File: src/rtl/round_pkg.sv
// rtl/round_pkg.sv - rounding mode encoding, stage-1 flag bundle and round-up decision
// Shared by the lane datapath and the stream wrapper.
package round_pkg;

  typedef enum logic [2:0] {
    RM_RNE   = 3'd0,
    RM_RHAZ  = 3'd1,
    RM_FLOOR = 3'd2,
    RM_TRUNC = 3'd3,
    RM_CEIL  = 3'd4
  } round_mode_e;

  typedef struct packed {
    logic gt_half;
    logic eq_half;
    logic nz;
    logic sign;
  } round_flags_t;

  // Unused codes 5..7 fall into the default arm and round to nearest even.
  function automatic logic round_up(input logic [2:0] mode, input round_flags_t f,
                                    input logic q_lsb);
    logic r;
    case (mode)
      RM_RHAZ:  r = f.gt_half | (f.eq_half & ~f.sign);
      RM_FLOOR: r = 1'b0;
      RM_TRUNC: r = f.nz & f.sign;
      RM_CEIL:  r = f.nz;
      default:  r = f.gt_half | (f.eq_half & q_lsb);
    endcase
    return r;
  endfunction

endpackage

File: src/rtl/round_sat_lane.sv
// rtl/round_sat_lane.sv - one lane: shift/flag/round-bit stage then add/saturate stage
// Stage registers load only when the wrapper moves a beat into them.
module round_sat_lane
  import round_pkg::*;
#(
  parameter int W_IN      = 24,
  parameter int W_OUT     = 16,
  parameter int IS_SIGNED = 1,
  parameter int SHIFT_W   = 5
) (
  input  logic               clk,
  input  logic               rst_n,
  input  logic               i_ld1,
  input  logic               i_ld2,
  input  logic [W_IN-1:0]    i_din,
  input  logic [SHIFT_W-1:0] i_shift,
  input  logic [2:0]         i_mode,
  output logic [W_OUT-1:0]   o_dout,
  output logic               o_sat
);

  localparam logic [W_IN:0] P_ONE = (W_IN + 1)'(1);
  localparam logic signed [W_IN:0] P_MAX = (IS_SIGNED != 0) ?
      signed'((P_ONE << (W_OUT - 1)) - P_ONE) : signed'((P_ONE << W_OUT) - P_ONE);
  localparam logic signed [W_IN:0] P_MIN = (IS_SIGNED != 0) ?
      signed'(-(P_ONE << (W_OUT - 1))) : signed'((W_IN + 1)'(0));

  logic signed [W_IN:0] w_ext;
  logic signed [W_IN:0] w_q;
  logic [W_IN:0]        w_mask;
  logic [W_IN:0]        w_frac;
  logic [W_IN:0]        w_half;
  round_flags_t         w_flags;
  logic                 w_r;
  logic signed [W_IN:0] w_y;
  logic                 w_hi;
  logic                 w_lo;
  logic [W_OUT-1:0]     w_dout;

  logic signed [W_IN:0] r_q;
  logic                 r_r;
  logic [W_OUT-1:0]     r_dout;
  logic                 r_sat;

  // The extra top bit keeps the floor value and the +1 carry from wrapping.
  always_comb begin
    w_ext  = (IS_SIGNED != 0) ? {i_din[W_IN-1], i_din} : {1'b0, i_din};
    w_q    = w_ext >>> i_shift;
    w_mask = (P_ONE << i_shift) - P_ONE;
    w_frac = w_ext & w_mask;
    w_half = (i_shift == '0) ? '0 : (P_ONE << (i_shift - 1'b1));
    w_flags.gt_half = (i_shift != '0) && (w_frac > w_half);
    w_flags.eq_half = (i_shift != '0) && (w_frac == w_half);
    w_flags.nz      = |w_frac;
    w_flags.sign    = (IS_SIGNED != 0) & i_din[W_IN-1];
    w_r = round_up(i_mode, w_flags, w_q[0]);
  end

  always_comb begin
    w_y  = r_q + signed'((W_IN + 1)'(r_r));
    w_hi = w_y > P_MAX;
    w_lo = w_y < P_MIN;
    if (w_hi) begin
      w_dout = P_MAX[W_OUT-1:0];
    end else if (w_lo) begin
      w_dout = P_MIN[W_OUT-1:0];
    end else begin
      w_dout = w_y[W_OUT-1:0];
    end
  end

  always_ff @(posedge clk or negedge rst_n) begin
    if (!rst_n) begin
      r_q    <= '0;
      r_r    <= 1'b0;
      r_dout <= '0;
      r_sat  <= 1'b0;
    end else begin
      if (i_ld1) begin
        r_q <= w_q;
        r_r <= w_r;
      end
      if (i_ld2) begin
        r_dout <= w_dout;
        r_sat  <= w_hi | w_lo;
      end
    end
  end

  assign o_dout = r_dout;
  assign o_sat  = r_sat;

endmodule

File: src/rtl/round_sat_stream.sv
// rtl/round_sat_stream.sv - multi-lane round/saturate stream with shared handshake
// Owns the two-stage valid pipeline, lane instances and per-lane saturation counters.
module round_sat_stream
  import round_pkg::*;
#(
  parameter int W_IN      = 24,
  parameter int W_OUT     = 16,
  parameter int N_CH      = 4,
  parameter int IS_SIGNED = 1,
  parameter int SHIFT_W   = 5,
  parameter int CNT_W     = 16
) (
  input  logic                    clk,
  input  logic                    rst_n,
  input  logic                    s_valid,
  output logic                    s_ready,
  input  logic [N_CH*W_IN-1:0]    s_data,
  input  logic [SHIFT_W-1:0]      s_shift,
  input  logic [2:0]              s_mode,
  output logic                    m_valid,
  input  logic                    m_ready,
  output logic [N_CH*W_OUT-1:0]   m_data,
  output logic [N_CH-1:0]         m_sat,
  input  logic                    clr_cnt,
  output logic [N_CH*CNT_W-1:0]   sat_cnt
);

  if (W_OUT > W_IN) begin : g_width_check
    $error("round_sat_stream: W_OUT must not exceed W_IN");
  end

  localparam logic [SHIFT_W-1:0] P_SH_MAX = SHIFT_W'(W_IN);

  logic               r_v1;
  logic               r_v2;
  logic               w_en1;
  logic               w_en2;
  logic               w_acc;
  logic               w_ld2;
  logic               w_fire;
  logic [SHIFT_W-1:0] w_shift;

  // Ready depends only on local state and m_ready, so a full pipe drains with no bubble.
  assign w_en2   = ~r_v2 | m_ready;
  assign w_en1   = ~r_v1 | w_en2;
  assign s_ready = w_en1;
  assign w_acc   = s_valid & w_en1;
  assign w_ld2   = r_v1 & w_en2;
  assign w_fire  = r_v2 & m_ready;
  assign m_valid = r_v2;
  assign w_shift = (s_shift > P_SH_MAX) ? P_SH_MAX : s_shift;

  always_ff @(posedge clk or negedge rst_n) begin
    if (!rst_n) begin
      r_v1 <= 1'b0;
      r_v2 <= 1'b0;
    end else begin
      if (w_en1) r_v1 <= s_valid;
      if (w_en2) r_v2 <= r_v1;
    end
  end

  for (genvar k = 0; k < N_CH; k++) begin : g_lane
    logic [CNT_W-1:0] r_cnt;

    round_sat_lane #(
      .W_IN      (W_IN),
      .W_OUT     (W_OUT),
      .IS_SIGNED (IS_SIGNED),
      .SHIFT_W   (SHIFT_W)
    ) u_lane (
      .clk     (clk),
      .rst_n   (rst_n),
      .i_ld1   (w_acc),
      .i_ld2   (w_ld2),
      .i_din   (s_data[k*W_IN +: W_IN]),
      .i_shift (w_shift),
      .i_mode  (s_mode),
      .o_dout  (m_data[k*W_OUT +: W_OUT]),
      .o_sat   (m_sat[k])
    );

    always_ff @(posedge clk or negedge rst_n) begin
      if (!rst_n) begin
        r_cnt <= '0;
      end else if (clr_cnt) begin
        r_cnt <= '0;
      end else if (w_fire && m_sat[k] && !(&r_cnt)) begin
        r_cnt <= r_cnt + 1'b1;
      end
    end

    assign sat_cnt[k*CNT_W +: CNT_W] = r_cnt;
  end

endmodule

File: config.mk
export PLATFORM = sky130hd
export DESIGN_NAME = round_sat_stream
export DESIGN_NICKNAME = d
export VERILOG_FILES = /design/src/rtl/round_pkg.sv /design/src/rtl/round_sat_lane.sv /design/src/rtl/round_sat_stream.sv
export SDC_FILE = /design/constraint.sdc
export NUM_CORES = 1
export LEC_CHECK = 0
export CAP_MARGIN = 10
export CORE_AREA = 2 2 191 193
export CTS_BUF_LIST = sky130_fd_sc_hd__clkbuf_2 sky130_fd_sc_hd__clkbuf_4 sky130_fd_sc_hd__clkbuf_8
export DETAILED_ROUTE_END_ITERATION = 7
export DIE_AREA = 0 0 193 195
export PLACE_DENSITY = 0.83
export SYNTH_ARGS = -nofsm -noshare
export SYNTH_HDL_FRONTEND = slang
export SYNTH_SLANG_ARGS = --single-unit
File: constraint.sdc
create_clock -name clk -period 3.8 [get_ports clk]
set_input_delay 0.57 -clock clk [delete_from_list [all_inputs] [get_ports clk]]
set_output_delay 0.57 -clock clk [all_outputs]
set_load 0.03 [all_outputs]
==> results of run 1 <==
-- layout make-up --
class | instances | area share [%]
clock inverter | 10 | 0.413
timing repair buffer | 461 | 16.1
clock buffer | 57 | 2.88
antenna | 1 | 0.00972
inverter | 40 | 0.583
multi-input combinational | 1993 | 55.0
sequential | 234 | 22.8
tap | 461 | 2.24
-- cell families (layout without fill, tap and decap cells) --
kind of cell,count (synthesis),count (layout),share of synthesized area (%)
compound gates,581,581,19.0
xor+xnor,120,120,5.06
fa+ha+maj,117,117,7.00
buf+inv,207,568,4.35
flops,234,234,28.2
mux,219,219,13.8
other cells,1,5,0.0181
simple gates,952,952,22.5
-- worst max path at each step --
stage               slack [ns]        from              endpoint  cells past startpoint
floorplan                -0.27  s_shift[3]  g_lane[2].u_lane.r_r                     20
CTS                    0.00007  s_shift[0]  g_lane[2].u_lane.r_r                     15
detailed placement       -0.61  s_shift[0]  g_lane[2].u_lane.r_r                     16
global route              0.18  s_shift[3]  g_lane[2].u_lane.r_r                     14
finish                    0.39  s_shift[4]  g_lane[2].u_lane.r_r                     18
global placement         -0.51  s_shift[0]  g_lane[2].u_lane.r_r                     17
-- critical path, cell delays in order --
cell and delay (ns):
buf_4 0.14, nor3_4 0.25, nand2_4 0.09, ha_4 0.19, buf_4 0.14, nor4_2 0.23, o21ai_1 0.10, a21oi_1 0.19
o21ai_1 0.14, inv_1 0.10, ha_1 0.24, a21o_1 0.16, a21o_1 0.17, a21oi_1 0.13, nor2_1 0.05, or4_1 0.49
o21a_1 0.18, a221o_1 0.29
-- power groups by stage --
stage          Combinational (mW)  Clock, mW  Sequential, mW
2_1_floorplan                1.77          0            3.45
3_3_place_gp                 3.24          0            3.23
3_5_place_dp                 3.31          0            3.26
4_1_cts                      3.35       2.43            3.22
5_1_grt                      3.65       2.55            3.28
6_report                     3.42       2.42            3.24
-- state kept, by name (all words and copies together) (netlist names) --
signal / count
g_lane.u_lane.r_q: 96
g_lane.r_cnt: 64
g_lane.u_lane.o_dout: 64
g_lane.u_lane.o_sat: 4
g_lane.u_lane.r_r: 4
m_valid: 1
r_v1: 1
-- cell usage in the layout, fill, tap and decap left out, drive strengths merged, types with 24 or more instances in the layout --
cell type        n
a211oi          32
xnor2           53
xor2            67
dfrtp          234
mux2i          150
o22a            27
o22ai           29
o211ai          24
ha             113
and3            30
buf            224
inv             40
a21boi          26
clkdlybuf4s50  235
and2            60
mux4            52
nor2           244
nand4           70
nor3            43
o21ai          142
nand3           79
nor4            43
clkbuf          57
nor2b           37
nand2          273
a21o            37
a21oi          110
-- timing repair --
action | in CTS | in global routing
pin swaps | 0 | 4
endpoints found under the setup margin | 2 | 4
buffers inserted | 0 | 1
gates resized for setup | 2 | 13
-- routing by layer --
layer / vias to the layer above / part of all wire [%] / GRT usage [%]
li1: 9691 / - / -
met1: 10400 / 39 / 53.6
met2: 1540 / 45 / 66.0
met3: 326 / 9.4 / 6.92
met4: 0 / 6.5 / 23.1
met5: - / 0 / 0
==> flow_summary_export.csv, run 1 <==
group,metric,value,unit
final_layout,seq_area,0.00586,mm²
final_layout,multiInputGateArea,0.0142,mm²
worst_setup_path,required,4.23,ns
yosys,synth_area_leader_cell,"dfrtp_1",
final_layout,final_nets,2990,
clock_network,clkSlewWorstSetupHoldPaths,0.08,ns
timing,whs,0.144,ns
pwr,total_power,9.08,mW
yosys,async_reset_ff_share,100,%
worst_setup_path,reg2reg_depth,10,
clock_network,clkSinkCount,234,
worst_setup_path,crit_arrival,3.85,ns
timing,finalSetupViolCount,0,
yosys,synth-edff-count,0,
placed_design,placed_area,0.0248,mm²
clock_network,cts_hold_buf,0,
routing,drt_pass1_iterations,6,
yosys,ys_seq_area_share,28.2,%
routing,vias,21900,
global_routing,antenna_found_initial,2,
worst_setup_path,crit_path_end_kind,"flop",
clock_network,clock_latency,0.55,ns
placed_design,portBuffers,242,
worst_setup_path,r2r_slack,0.68,ns
placed_design,place_congestion,1.14,
clock_network,cts_tree,"yes",
die,placeableCoreArea,0.0354,mm²
final_layout,finalNonFillerCells,3257,
yosys,synth_cell_types,92,
yosys,yosysMostFrequentCell,"nand2_1",
die,rows,69,
placed_design,dp_hpwl,60900,µm
routing,wl,79400,µm
final_layout,drive_gt1_share,15.4,%
timing,hold_viol,0,
routing,drc_errors,0,
final_layout,syn_to_final_growth,24.0,%
worst_setup_path,reg2reg_from,"g_lane[1].u_lane.r_r",
clock_network,root_buffer,"clkbuf_8",
timing,skew,0.0244,ns
final_layout,fin_util,72.7,%
pwr,switching_power,3.43,mW
placed_design,place_inst,3188,
yosys,syn_inst,2431,
pwr,clockPowerShare,26.7,%
routing,drt-wirelength-per-cell,24.4,µm
pwr,power_frac_comb,37.6,%
timing,slew_headroom,23.5,%
timing,tns,0,ns
die,die_x,193,µm
clock_network,cts_buffers,38,
yosys,synth_top_area_share,28.2,%
pwr,p_int,5.66,mW
worst_setup_path,path_max_fanout,4,
die,pin_count,243,
job,maxCapViolations,0,
yosys,yosysWarningCount,0,
global_routing,grt_pass1_vias,21200,
yosys,syn_avg_cell_area,8.54,µm²
routing,via_per_inst,6.73,
worst_setup_path,cp-start-kind,"input port",
global_routing,globalRouteOverflowTotal,0,
final_layout,fin_area,0.0257,mm²
yosys,synthFlopType,"dfrtp_1",
routing,initialDrtViolationCount,2774,
timing,tightestPinTransition,1.15,ns
pwr,swShare,37.7,%
die,die_area,0.0376,mm²
timing,fin_crit_sh,89.9,%
placed_design,post-place-ws,-0.609,ns
global_routing,gr-usage-all-layers,41.5,%
timing,maxClockFrequency,293,MHz
yosys,syn_area,0.0208,mm²
timing,fin_crit,3.41,ns
timing,maxSlewViolCount,0,
pwr,p_leak,10.9,nW
die,die_h,195,µm
worst_setup_path,criticalPathCategory,"in -> reg",
yosys,ys_ff_latch,234,
pwr,p_per_area,353,mW/mm²
die,start_util,58.6,%
worst_hold_path,hold_path.class,"in -> async",
global_routing,grt_max_degree,139,
run_status,status,"complete, no violations",
timing,timing.final.ws_setup,0.385,ns
timing,rsz0062_at_grt,"false",
clock_network,clk_path_buf_depth,3,
yosys,synth_top_cells_by_count,"272 x nand2_1, 244 x nor2_1, 234 x dfrtp_1",
clock_network,h-tree-depth,2,
yosys,synth.area.top_cells,"dfrtp_1 28%, mux2i_1 7.2%, ha_1 6.8%",
routing,ant_nets,0,
worst_setup_path,r2r_end,"g_lane[1].u_lane.o_dout[1]",
pwr,p_seq_share,35.7,%
final_layout,n_fill_cell,2527,
pwr,ir_drop,0.348,mV
global_routing,grt_pass1_wl,121000,µm
Note: power is estimated with default switching activity, not from simulation.
==> run 2, diff against run 1 <==
--- a/config.mk
+++ b/config.mk
@@ -5,12 +5,16 @@
 export SDC_FILE = /design/constraint.sdc
 export NUM_CORES = 1
 export LEC_CHECK = 0
+export ABC_CLOCK_PERIOD_IN_PS = 3800
 export CAP_MARGIN = 10
-export CORE_AREA = 2 2 191 193
+export CELL_PAD_IN_SITES_DETAIL_PLACEMENT = 0
+export CELL_PAD_IN_SITES_GLOBAL_PLACEMENT = 2
+export CORE_AREA = 2 2 244 246
 export CTS_BUF_LIST = sky130_fd_sc_hd__clkbuf_2 sky130_fd_sc_hd__clkbuf_4 sky130_fd_sc_hd__clkbuf_8
 export DETAILED_ROUTE_END_ITERATION = 7
-export DIE_AREA = 0 0 193 195
-export PLACE_DENSITY = 0.83
+export DIE_AREA = 0 0 246 248
+export PLACE_DENSITY_LB_ADDON = 0.1
+export SETUP_SLACK_MARGIN = 0.4
 export SYNTH_ARGS = -nofsm -noshare
 export SYNTH_HDL_FRONTEND = slang
 export SYNTH_SLANG_ARGS = --single-unit
==> run 2 against run 1 <==
Net effect: sequential share of layout area fell by 0.94 points; combinational power rose by 3%; worst setup slack improved by 0.13 ns; flip-flop and latch count did not move; utilization fell by 27 points; maximum frequency rose by 4.0%; wire length rose by 7.0%; via count fell by 6.3%; final cell count rose by 12%; critical path depth fell by 4; non-clock buffer count rose by 68.
==> flow_summary_export.csv, run 2 (same netlist as run 1, synthesis figures left out) <==
group,metric,value,unit
pwr,clockPowerShare,28.4,%
pwr,p_per_area,351,mW/mm²
final_layout,max_flop_register,"g_lane.u_lane.r_q",
worst_setup_path,crit_arrival,3.75,ns
worst_setup_path,slowest_stage,"or4_4",
die,die_area,0.0610,mm²
job,maxCapViolations,0,
routing,wl,85000,µm
placed_design,portBuffers,242,
pwr,power_frac_comb,37.4,%
die,pin_count,243,
worst_setup_path,cp-start-kind,"input port",
timing,finalSetupViolCount,0,
pwr,ir_drop,0.202,mV
clock_network,root_buffer,"clkbuf_8",
placed_design,dp_hpwl,68000,µm
pwr,p_int,5.94,mW
final_layout,final_nets,3063,
timing,tightestPinTransition,1.07,ns
placed_design,place_congestion,0.966,
final_layout,finalNonFillerCells,3647,
worst_setup_path,crit_top_cell,"buf_4",
die,die_x,246,µm
global_routing,grt_max_degree,100,
die,placeableCoreArea,0.0585,mm²
global_routing,globalRouteOverflowTotal,0,
clock_network,clkSlewWorstSetupHoldPaths,0.07,ns
timing,whs,0.0304,ns
routing,drt-wirelength-per-cell,23.3,µm
worst_setup_path,slowest_delay,0.55,ns
timing,maxSlewViolCount,0,
clock_network,clkSinkCount,234,
clock_network,clk_path_buf_depth,3,
routing,ant_nets,0,
global_routing,grt_pass1_wl,128000,µm
worst_setup_path,path_max_fanout,13,
worst_hold_path,hold_path.class,"in -> async",
clock_network,cts_tree,"yes",
timing,rsz0062_at_grt,"false",
pwr,switching_power,3.48,mW
timing,fin_crit,3.28,ns
die,rows,89,
routing,drc_errors,0,
die,die_h,248,µm
worst_setup_path,crit_path_start,"s_shift[3]",
final_layout,syn_to_final_growth,29.3,%
global_routing,antenna_found_initial,1,
worst_setup_path,criticalPathCategory,"in -> reg",
timing,tns,0,ns
placed_design,placed_area,0.0257,mm²
clock_network,h-tree-depth,2,
timing,slew_headroom,28.7,%
routing,via_per_inst,5.63,
pwr,p_leak,11.2,nW
final_layout,fin_area,0.0268,mm²
worst_setup_path,r2r_end,"g_lane[1].u_lane.o_dout[4]",
pwr,total_power,9.42,mW
timing,hold_viol,0,
global_routing,grt_pass1_vias,20400,
clock_network,clock_latency,0.55,ns
pwr,p_seq_share,34.2,%
timing,timing.final.ws_setup,0.516,ns
timing,fin_crit_sh,86.4,%
final_layout,final_common_cell,"buf_4",
routing,initialDrtViolationCount,1329,
final_layout,final_cell_mix,"280 x buf_4, 269 x nand2_1, 239 x nor2_1",
worst_setup_path,r2r_slack,0.67,ns
worst_setup_path,reg2reg_depth,10,
final_layout,drive_gt1_share,18.4,%
die,start_util,35.5,%
worst_setup_path,cp_cell_sequence,"buf_2, buf_4, buf_4, or3_1, nor2_1, nand2_1, buf_4, ha_1, nand4_1, or2_4, or4_4, nand2_1, a21oi_1, o211ai_1",
timing,maxClockFrequency,305,MHz
final_layout,fin_util,45.9,%
worst_setup_path,reg2reg_from,"g_lane[1].u_lane.r_r",
final_layout,largest_reg_flops,96,
placed_design,post-place-ws,-0.714,ns
worst_setup_path,crit_path_end_kind,"flop",
routing,drt_pass1_iterations,7,
run_status,status,"complete, no violations",
worst_setup_path,required,4.26,ns
pwr,swShare,36.9,%
timing,skew,0.0214,ns
global_routing,gr-usage-all-layers,27.4,%
placed_design,place_inst,3566,
worst_setup_path,endpoint,"g_lane[0].u_lane.r_r",
routing,vias,20500,
clock_network,cts_buffers,43,
[run 2: cell types whose count changed in the layout (fill, tap and decap cells not counted), moves of 3 or more]
cell	previous run	this run
o311ai_1	2	5
o311ai_0	18	15
a21oi_2	10	13
buf_4	213	280
o21ai_0	125	119
a21oi_1	100	97
o21ai_1	15	18
nor2_1	242	239
clkbuf_4	7	16
[run 2: repair_timing]
item | 4_1_cts | 5_1_grt
setup endpoints to repair | 4 | 4
hold endpoints to repair | 0 | 0
gates resized for setup | 20 | 23
pin swaps | 6 | 16
hold buffers | 0 | 0
buffers inserted | 2 | 0
[run 2: metal layers]
layer | share of wire (%) | GRT usage [%]
met3 | 4.3 | 2.65
met4 | 4.2 | 11.2
met5 | 0 | 0
met1 | 45 | 36.5
met2 | 47 | 45.6
[run 2: area by class of cell]
cell class	count	area, µm²
Timing Repair Buffer	529	4650
Antenna cell	1	2.50
Clock inverter	9	120
Sequential cell	234	5860
Inverter	40	150
Clock buffer	68	836
Fill cell	5798	31600
Tap cell	773	967
Multi-Input combinational cell	1993	14300
[run 2: critical path, delay by kind of cell]
kind                     cells  cell delay, ns
AO/OA/AOI/OAI                2            0.23
adder cells (fa/ha/maj)      1            0.29
AND/OR/NAND/NOR              7            1.92
buffers and inverters        4            0.75
[run 2: power groups by stage]
stage	Clock [mW]	Combinational [mW]	Sequential, mW
2_1_floorplan	0	1.78	3.45
3_3_place_gp	0	3.47	3.24
3_5_place_dp	0	3.49	3.27
4_1_cts	2.76	3.51	3.22
5_1_grt	2.86	3.81	3.28
6_report	2.67	3.52	3.22
[run 2: worst min path at each step]
stage / from / end / cells past startpoint
after floorplan: rst_n / g_lane[0].r_cnt[0] / 0
after global placement: g_lane[3].u_lane.r_q[0] / g_lane[3].u_lane.r_q[0] / 2
after detailed placement: g_lane[3].u_lane.r_q[0] / g_lane[3].u_lane.r_q[0] / 2
after CTS: rst_n / g_lane[3].r_cnt[2] / 1
after global routing: rst_n / g_lane[3].r_cnt[3] / 1
final: rst_n / g_lane[3].r_cnt[2] / 1
==> run 3, diff against run 2 <==
--- a/config.mk
+++ b/config.mk
@@ -5,7 +5,7 @@
 export SDC_FILE = /design/constraint.sdc
 export NUM_CORES = 1
 export LEC_CHECK = 0
-export ABC_CLOCK_PERIOD_IN_PS = 3800
+export ABC_CLOCK_PERIOD_IN_PS = 3600
 export CAP_MARGIN = 10
 export CELL_PAD_IN_SITES_DETAIL_PLACEMENT = 0
 export CELL_PAD_IN_SITES_GLOBAL_PLACEMENT = 2
==> constraint.sdc (replaced) <==
create_clock -name clk -period 3.6 [get_ports clk]
set_input_delay 0.54 -clock clk [delete_from_list [all_inputs] [get_ports clk]]
set_output_delay 0.54 -clock clk [all_outputs]
set_load 0.03 [all_outputs]
==> run 3 against run 2 <==
Net effect: final area up 2.0%; die area unchanged; global-route usage up 0.32 points; flip-flop and latch count unchanged; via count up 0.78%; critical path type unchanged.
==> flow_summary_export.csv, run 3 (same netlist as run 1, synthesis figures left out) <==
group,metric,value,unit
placed_design,portBuffers,242,
die,start_util,35.5,%
pwr,p_leak,11.5,nW
final_layout,n_fill_cell,5794,
clock_network,root_buffer,"clkbuf_8",
worst_setup_path,crit_family,"simple AND/OR/NAND/NOR gates",
clock_network,clkSlewWorstSetupHoldPaths,0.06,ns
timing,fin_crit_sh,88.5,%
timing,maxSlewViolCount,0,
routing,via_per_inst,5.60,
clock_network,clock_latency,0.57,ns
worst_setup_path,cp-start-kind,"input port",
clock_network,cts_hold_buf,0,
worst_setup_path,crit_top_cell,"buf_4",
timing,hold_viol,0,
job,maxCapViolations,0,
worst_hold_path,hold_path.class,"in -> async",
placed_design,place_congestion,0.991,
timing,finalSetupViolCount,0,
worst_setup_path,slowest_stage,"or4_1",
global_routing,gr-usage-all-layers,27.7,%
routing,wl,85900,µm
routing,vias,20700,
final_layout,max_flop_register,"g_lane.u_lane.r_q",
clock_network,cts_buffers,41,
routing,drt_pass1_iterations,5,
die,die_area,0.0610,mm²
clock_network,clkSinkCount,234,
final_layout,fin_util,46.8,%
final_layout,multiInputGateArea,0.0144,mm²
routing,drt-wirelength-per-cell,23.3,µm
global_routing,grt_pass1_wl,129000,µm
worst_setup_path,path_max_fanout,18,
routing,drc_errors,0,
final_layout,final_cell_mix,"319 x buf_4, 267 x nand2_1, 239 x nor2_1",
worst_setup_path,cp.depth,13,
pwr,p_per_area,354,mW/mm²
timing,tns,0,ns
die,pin_count,243,
worst_setup_path,cp_cell_sequence,"buf_4, buf_6, inv_1, buf_4, nor3_2, nand2_1, ha_1, a21o_1, a21oi_2, nor2_1, or4_1, o21a_1, a221o_1",
worst_setup_path,criticalPathCategory,"in -> reg",
timing,skew,0.0271,ns
die,die_x,246,µm
global_routing,globalRouteOverflowTotal,0,
final_layout,syn_to_final_growth,31.9,%
die,placeableCoreArea,0.0585,mm²
worst_setup_path,crit_arrival,3.63,ns
routing,initialDrtViolationCount,1422,
clock_network,h-tree-depth,2,
routing,ant_nets,0,
global_routing,grt_pass1_vias,20600,
timing,slew_headroom,30.3,%
final_layout,final_nets,3112,
placed_design,dp_hpwl,69100,µm
worst_setup_path,reg2reg_depth,10,
timing,fin_crit,3.19,ns
timing,maxClockFrequency,314,MHz
die,die_h,248,µm
worst_setup_path,crit_buf_inv,4,
global_routing,grt_max_degree,101,
worst_setup_path,slowest_delay,0.51,ns
final_layout,drive_gt1_share,20.6,%
global_routing,antenna_found_initial,2,
clock_network,clk_path_buf_depth,3,
timing,whs,0.00748,ns
run_status,status,"complete, no violations",
timing,tightestPinTransition,1.03,ns
die,rows,89,
pwr,ir_drop,0.254,mV
final_layout,seq_area,0.00586,mm²
clock_network,cts_tree,"yes",
worst_setup_path,required,4.04,ns
timing,rsz0062_at_grt,"true",
final_layout,largest_reg_flops,96,
worst_setup_path,crit_path_end_kind,"flop",
final_layout,final_common_cell,"buf_4",
==> run 3: cell count changes in the layout (fill, tap and decap cells not counted), sizes merged <==
cell	delta
buf	+53
clkbuf	-11
bufinv	-2
clkinvlp	+2
diode	+2
inv	+1
==> run 3: repair_timing <==
item,in CTS,in global routing
endpoints found under the setup margin,32,43
pin swaps,31,38
setup buffers,9,4
resized for setup,43,57
==> run 3: worst paths after layout <==
| path | startpoint | to | slack (ns) |
|---|---|---|---|
| setup / recovery | s_shift[4] | g_lane[2].u_lane.r_r | 0.41 |
| hold / removal | rst_n | g_lane[3].r_cnt[3] | 0.007 |
| setup reg to reg | g_lane[1].u_lane.r_r | g_lane[1].u_lane.o_dout[4] | 0.65 |
| hold reg to reg | g_lane[1].u_lane.o_dout[15] | g_lane[1].u_lane.o_dout[15] | 0.48 |
| max in group asynchronous | rst_n | g_lane[1].r_cnt[11] | 2.68 |
| min in group clk | g_lane[1].u_lane.o_dout[15] | g_lane[1].u_lane.o_dout[15] | 0.48 |
==> run 3: area by class of cell <==
class,count,share of cell area [%]
multi-input cells,1993,52.8
flip-flops and latches,234,21.4
repair buffers,580,18.7
well taps,773,3.53
clock buffers,59,2.67
inverters,40,0.562
clock inverters,10,0.311
diodes,3,0.0274
==> run 3: report_power, final <==
part,internal [mW],switching [mW]
clock,1.38,1.10
sequential,3.00,0.410
combinational,1.66,2.15
total,6.03,3.67
==> run 3: stage by stage <==
step	worst slack, ns	area, µm²	cells	total power, mW
finish	0.415	27400	3692	9.70
floorplan	-0.432	20900	2434	5.51
CTS	0.393	27100	3684	9.76
global placement	-0.709	26100	3606	7.15
detailed placement	-0.766	26100	3606	7.18
global route	0.265	27400	3690	10.3
==> run 3: worst register-to-register path: cells and delay by family (launching register included) <==
family / cells / cell delay, ns
buffers and inverters: 1 / 0.21
AOI/OAI and AO/OA: 6 / 1.66
and+or+nand+nor: 1 / 0.09
adders and majority gates: 2 / 0.52
DFF: 1 / 0.41
==> run 3: routing by layer <==
layer / global-route usage [%] / wire length (µm) / share of wire [%]
met3: 3.05 / 4170 / 4.9
met4: 14.0 / 4530 / 5.3
met2: 45.6 / 39800 / 46
met1: 36.1 / 37400 / 43
met5: 0 / 0 / 0
